**src/rtl/loader_pkg.sv**
```systemverilog
// Shared types and constants for the UART instruction-memory loader.
package loader_pkg;

  localparam int unsigned BYTES_PER_WORD = 4;
  localparam int unsigned BYTE_W         = 8;
  localparam int unsigned WORD_W         = BYTES_PER_WORD * BYTE_W;
  localparam int unsigned IDX_W          = $clog2(BYTES_PER_WORD);

  localparam logic [WORD_W-1:0] END_WORD_DEFAULT = 32'hFFFF_FFFF;

  typedef enum logic [1:0] {
    LOAD,
    COMMIT,
    DONE
  } state_e;

endpackage

```
**src/rtl/loader_idle_timer.sv**
```systemverilog
// Idle-cycle counter between bytes of a partial word; expire_c_o is combinational.
module loader_idle_timer #(
  parameter int unsigned TIMEOUT_CYC = 1000000
) (
  input  logic clk,
  input  logic rst,
  input  logic clear_i,
  input  logic en_i,
  output logic expire_c_o
);

  localparam int unsigned CNT_W = (TIMEOUT_CYC > 1) ? $clog2(TIMEOUT_CYC) : 1;
  localparam logic [CNT_W-1:0] LAST = CNT_W'(TIMEOUT_CYC - 1);

  logic [CNT_W-1:0] cnt_q, cnt_d;
  logic             at_last_c;

  assign at_last_c  = (cnt_q == LAST);
  assign expire_c_o = en_i && !clear_i && at_last_c;

  // Clear dominates; the counter folds back to zero on expiry.
  always_comb begin
    cnt_d = cnt_q;
    if (clear_i) begin
      cnt_d = '0;
    end else if (en_i) begin
      cnt_d = at_last_c ? '0 : cnt_q + CNT_W'(1);
    end
  end

  always_ff @(posedge clk) begin
    if (rst) begin
      cnt_q <= '0;
    end else begin
      cnt_q <= cnt_d;
    end
  end

endmodule

```
**src/rtl/uart_imem_loader.sv**
```systemverilog
// Packs UART bytes into little-endian words, writes them to instruction memory
// from address 0, and holds the core in reset until the terminator or full memory.
module uart_imem_loader
  import loader_pkg::*;
#(
  parameter int unsigned       ADDR_W      = 8,
  parameter logic [WORD_W-1:0] END_WORD    = END_WORD_DEFAULT,
  parameter int unsigned       TIMEOUT_CYC = 1000000
) (
  input  logic              clk,
  input  logic              rst,
  input  logic              rx_valid,
  input  logic [7:0]        rx_data,
  input  logic              rx_break,
  output logic              imem_wr_en,
  output logic [ADDR_W-1:0] imem_wr_addr,
  output logic [31:0]       imem_wr_data,
  output logic [ADDR_W:0]   word_count,
  output logic              core_rst,
  output logic              write_done,
  output logic              overflow,
  output logic              timeout_err
);

  state_e              state_q, state_d;
  logic [IDX_W-1:0]    byte_idx_q, byte_idx_d;
  logic [WORD_W-1:0]   word_q, word_d;
  logic [ADDR_W:0]     word_count_q, word_count_d;
  logic                wr_en_q, wr_en_d;
  logic [ADDR_W-1:0]   wr_addr_q, wr_addr_d;
  logic [WORD_W-1:0]   wr_data_q, wr_data_d;
  logic                core_rst_q, core_rst_d;
  logic                write_done_q, write_done_d;
  logic                overflow_q, overflow_d;
  logic                timeout_err_q, timeout_err_d;

  logic                timer_en_c, timer_clear_c, expire_c;
  logic [IDX_W+2:0]    bit_lo_c;

  assign bit_lo_c      = {byte_idx_q, 3'b000};
  assign timer_en_c    = (state_q == LOAD) && (byte_idx_q != '0);
  assign timer_clear_c = rx_valid || rx_break || !timer_en_c;

  loader_idle_timer #(
    .TIMEOUT_CYC (TIMEOUT_CYC)
  ) u_idle_timer (
    .clk        (clk),
    .rst        (rst),
    .clear_i    (timer_clear_c),
    .en_i       (timer_en_c),
    .expire_c_o (expire_c)
  );

  // The write strobe is raised on the edge entering COMMIT so it is visible
  // in the COMMIT cycle itself; COMMIT then advances the address.
  always_comb begin
    state_d       = state_q;
    byte_idx_d    = byte_idx_q;
    word_d        = word_q;
    word_count_d  = word_count_q;
    wr_en_d       = 1'b0;
    wr_addr_d     = wr_addr_q;
    wr_data_d     = wr_data_q;
    overflow_d    = overflow_q;
    timeout_err_d = 1'b0;

    case (state_q)
      LOAD: begin
        if (rx_break) begin
          byte_idx_d = '0;
        end else if (rx_valid) begin
          word_d[bit_lo_c +: BYTE_W] = rx_data;
          if (byte_idx_q == IDX_W'(BYTES_PER_WORD - 1)) begin
            byte_idx_d = '0;
            state_d    = COMMIT;
            if (word_d != END_WORD) begin
              wr_en_d   = 1'b1;
              wr_addr_d = word_count_q[ADDR_W-1:0];
              wr_data_d = word_d;
            end
          end else begin
            byte_idx_d = byte_idx_q + IDX_W'(1);
          end
        end else if (expire_c) begin
          byte_idx_d    = '0;
          word_d        = '0;
          timeout_err_d = 1'b1;
        end
      end

      COMMIT: begin
        // A byte arriving here starts the next word (byte_idx is already 0).
        if (rx_valid && !rx_break) begin
          word_d[BYTE_W-1:0] = rx_data;
          byte_idx_d         = IDX_W'(1);
        end
        if (word_q == END_WORD) begin
          state_d = DONE;
        end else begin
          word_count_d = word_count_q + (ADDR_W+1)'(1);
          if (word_count_q[ADDR_W-1:0] == {ADDR_W{1'b1}}) begin
            state_d    = DONE;
            overflow_d = 1'b1;
          end else begin
            state_d = LOAD;
          end
        end
      end

      DONE: begin
        state_d = DONE;
      end

      default: begin
        state_d = LOAD;
      end
    endcase

    core_rst_d   = (state_d != DONE);
    write_done_d = (state_d == DONE);
  end

  always_ff @(posedge clk) begin
    if (rst) begin
      state_q       <= LOAD;
      byte_idx_q    <= '0;
      word_q        <= '0;
      word_count_q  <= '0;
      wr_en_q       <= 1'b0;
      wr_addr_q     <= '0;
      wr_data_q     <= '0;
      core_rst_q    <= 1'b1;
      write_done_q  <= 1'b0;
      overflow_q    <= 1'b0;
      timeout_err_q <= 1'b0;
    end else begin
      state_q       <= state_d;
      byte_idx_q    <= byte_idx_d;
      word_q        <= word_d;
      word_count_q  <= word_count_d;
      wr_en_q       <= wr_en_d;
      wr_addr_q     <= wr_addr_d;
      wr_data_q     <= wr_data_d;
      core_rst_q    <= core_rst_d;
      write_done_q  <= write_done_d;
      overflow_q    <= overflow_d;
      timeout_err_q <= timeout_err_d;
    end
  end

  assign imem_wr_en   = wr_en_q;
  assign imem_wr_addr = wr_addr_q;
  assign imem_wr_data = wr_data_q;
  assign word_count   = word_count_q;
  assign core_rst     = core_rst_q;
  assign write_done   = write_done_q;
  assign overflow     = overflow_q;
  assign timeout_err  = timeout_err_q;

endmodule

```
**config.mk**
```make
export PLATFORM = sky130hd
export DESIGN_NAME = uart_imem_loader
export DESIGN_NICKNAME = d
export VERILOG_FILES = /design/src/rtl/loader_pkg.sv /design/src/rtl/loader_idle_timer.sv /design/src/rtl/uart_imem_loader.sv
export SDC_FILE = /design/constraint.sdc
export NUM_CORES = 1
export LEC_CHECK = 0
export ABC_AREA = 1
export CAP_MARGIN = 25
export CELL_PAD_IN_SITES_DETAIL_PLACEMENT = 1
export CELL_PAD_IN_SITES_GLOBAL_PLACEMENT = 2
export CORE_MARGIN = 5
export CORE_UTILIZATION = 33
export DETAILED_ROUTE_END_ITERATION = 12
export PLACE_DENSITY = 0.81
export SETUP_SLACK_MARGIN = 0.15
export SYNTH_ARGS = -nofsm -noshare
export SYNTH_HDL_FRONTEND = slang
export SYNTH_SLANG_ARGS = --single-unit
```
**constraint.sdc**
```tcl
create_clock -name clk -period 4.8 [get_ports clk]
set_input_delay 0.48 -clock clk [delete_from_list [all_inputs] [get_ports clk]]
set_output_delay 0.48 -clock clk [all_outputs]
set_load 0.03 [all_outputs]
```
==> metrics.md <==
| Metric | Value |
|---|---|
| Internal | 1.375 mW |
| Syn_nets | 874 |
| CTS max path bufs | 2 |
| Nets | 916 |
| IO Port Bufs | 65 |
| DRT iter0 DRCs | 212 |
| Top cells by area, synth | dfxtp_1 (40%), nand2_1 (16%), a21oi_1 (8.3%), nand3_1 (7.8%), nor2_1 (7.1%) |
| Setup violators final | 0 |
| Vias in the first global route | 5676 |
| Max-Slew Margin vs Limit | 46.48% |
| Status | finished, final reports clean |
| Final wirelength | 16760 µm |
| Global-route wire length before repair | 28310 µm |
| Grt ovf | 0 |
| Max Freq | 297.2 MHz |
| Setup bufs post-CTS | 0 |
| P_sw | 482.6 µW |
| Clock latency on the worst-skew pair | 360 ps |
| Crit path time final | 3365 ps |
| Sink Count | 110 |
| Distinct cells, synth | 36 |
| Final Hold Vio Count | 0 |
| R2r setup slk | 1430 ps |
| Core area | 0.01658 mm² |
| Fraction of registers with async set/reset | 0% |
| Clk network pwr share | 42.4% |
| Leakage | 2.434 nW |
| RSZ-0062 raised after global routing | no |
| Register share of total power | 49.9% |
| Critical-path cell list | inv_1, ha_1, inv_1, nand2_1, o21bai_1, nand2_1, nor2_1, nand2_1, nor2_1, nand2_2, buf_4, nand3_1, nand2_1, nor2_1 |
| Cell with the most instances after synthesis | nand2_1 |
| H-Tree Depth | 3 |
| Die Y-Extent | 139.9 µm |
| CTS Buf Count | 9 |
| Vias post-DR | 5517 |
| Setup TNS | 0 ps |
| HP Class | register to register |
| Synth warnings | 0 |
| Ys flop type | dfxtp_1 |
| Layout Skew | 9.375 ps |
| Period utilization | 70.11% |
| Tot GR Track Use | 17.39% |
| Area Growth Syn to Fin | 19.48% |
| Layout cells sized above 1 | 3.663% |
| Worst setup SP type | register |
| DRT Pass-1 Iters | 4 |
| Post-synthesis cell count | 854 |
| Synth area leader | dfxtp_1 |
| Initial Util | 33.58% |
| CTS Hold Buffers Added | 0 |
| FP Rows | 47 |
| Slew Viols, Final | 0 |
| Comb pwr share | 7.7% |
| MaxCap Viol Count | 0 |
| CP peak stage delay | 660 ps |
| Hold WS | 457.5 ps |
| Arrival time at the worst endpoint | 3630 ps |
| Post-synth top cells | nand2_1 (233), dfxtp_1 (110), nor2_1 (105) |
| Drt wl/cell | 14.95 µm |
| Remaining DRCs | 0 |
| Die ar. | 0.01957 mm² |
| Seq cells post-synth | 110 |
| Post-route ant nets | 0 |
| # IOs | 66 |
| Largest net degree at the start of global routing | 82 |
| Area share of the largest cell type after synthesis | 39.54% |
| Chip Width | 139.9 µm |
| Post-CTS sizing | 0 |
| VDD IR-drop max | 0.1781 mV |
| Post-DR vias/cell | 4.921 |
| Critical Path Slowest Stage Cell | dfxtp_1 |
| Gpl congestion | 0.8249 |
| Power density over the cells | 279.2 mW/mm² |
| Root Buffer | clkbuf_16 |
| Post-DP HPWL | 12220 µm |
| CP Max Fanout | 81 |
| Worst Setup End Kind | register |
| Clk slew on worst S/H paths | 80 ps |
| Mean Syn Cell Area | 6.521 µm² |
| Worst Tran Pin Value | 802.8 ps |
| Cell repeated most along the worst path | nand2_1 |
| Post-synth EDFFs | 0 |
| Worst Setup Path Type | register to register |
| CTS tree | yes |
| Sw Share | 25.98% |
| Ant. Diodes | 0 |
| Worst EP required | 5060 ps |
| Fill count | 2161 |
| Initial antenna violation count | 0 |
| Post-Synthesis Cell Area | 0.005569 mm² |
| Post-synthesis sequential area ratio | 39.54% |
-- worst max-delay path: cells and delay by family (launching register included) --
family / cells / cell delay (ps)
and+or+nand+nor: 9 / 890
adders and majority gates: 1 / 570
AOI/OAI and AO/OA: 1 / 160
DFF: 1 / 660
buffers and inverters: 3 / 960
-- cells in the final DEF (no fill, tap or decap) --
master / count
nand2_1: 233
dfxtp_1: 110
nor2_1: 104
a21oi_1: 92
inv_1: 89
nand3_1: 87
clkdlybuf4s50_1: 65
nand4_1: 15
o21ai_0: 13
o21ai_1: 12
clkbuf_16: 9
xor2_1: 8
ha_1: 8
nor3_1: 7
buf_4: 6
clkinv_1: 5
nor4_1: 4
nand2_2: 3
o21a_1: 3
xnor2_1: 3
a31oi_1: 2
nor2_4: 2
o21bai_1: 2
o21ai_2: 2
clkinvlp_4: 2
clkinv_4: 2
inv_2: 1
nor3_2: 1
and2_1: 1
o211a_1: 1
nor3b_1: 1
o211ai_1: 1
nor2_2: 1
nand3_2: 1
o22ai_1: 1
nand3b_1: 1
bufinv_16: 1
inv_8: 1
inv_6: 1
-- worst paths after layout --
| kind | end | from | cells after the start |
|---|---|---|---|
| setup / recovery | imem_wr_data[2] | byte_idx_q[0] | 14 |
| hold / removal | overflow | overflow | 2 |
| setup reg to reg | imem_wr_data[2] | byte_idx_q[0] | 14 |
| hold reg to reg | overflow | overflow | 2 |
-- cell type report --
class	instances	area (µm²)	area share (%)
repair buffers	71	695.7	10.46
well taps	220	275.3	4.137
clock buffers	9	225.2	3.385
multi-input cells	609	2816	42.33
clock inverters	7	82.58	1.241
flip-flops and latches	110	2202	33.10
inverters	95	356.6	5.359
-- metrics by stage --
stage | area [µm²] | utilization [%] | setup slack (ps) | total power, mW | cells
after floorplan | 5569 | - | 2460 | 1.044 | 854
after global placement | 6346 | 38.27 | 1556 | 1.089 | 1105
after detailed placement | 6346 | 38.27 | 1426 | 1.093 | 1105
after CTS | 6654 | 40.12 | 1416 | 1.890 | 1121
after global routing | 6654 | 40.12 | 1105 | 1.943 | 1121
final | 6654 | 40.12 | 1435 | 1.858 | 1121
-- metal layers --
metal	wire length, µm	part of all wire, %	track usage (%)	vias up
met2	8285	49	30.31	58
met1	7831	47	22.10	2633
met5	0	0	0	-
li1	-	-	-	2815
met4	175	1.0	5.507	0
met3	470	2.8	2.693	11
-- state kept, by name (all words and copies together) (netlist names), 2 cells and up --
| register | flops |
|---|---|
| byte_idx_q | 2 |
| state_q | 2 |
| word_count | 9 |
| u_idle_timer.cnt_q | 20 |
| imem_wr_data | 32 |
| imem_wr_addr | 8 |
| word_q | 32 |
-- cells by family after synthesis --
logic type | share of synthesized area [%]
buffers and inverters | 10.02
DFF | 39.54
and+or+nand+nor | 34.76
adders and majority gates | 1.797
AOI/OAI and AO/OA | 12.15
xor gates and xnor gates | 1.730
-- power groups by stage --
stage	combinational (mW)	clock, mW	sequential (mW)
after global routing	0.160	0.853	0.929
after global placement	0.140	0	0.949
final	0.142	0.788	0.928
after floorplan	0.0937	0	0.951
after detailed placement	0.144	0	0.949
after CTS	0.144	0.817	0.928
Power figures use the tool's default switching activity.
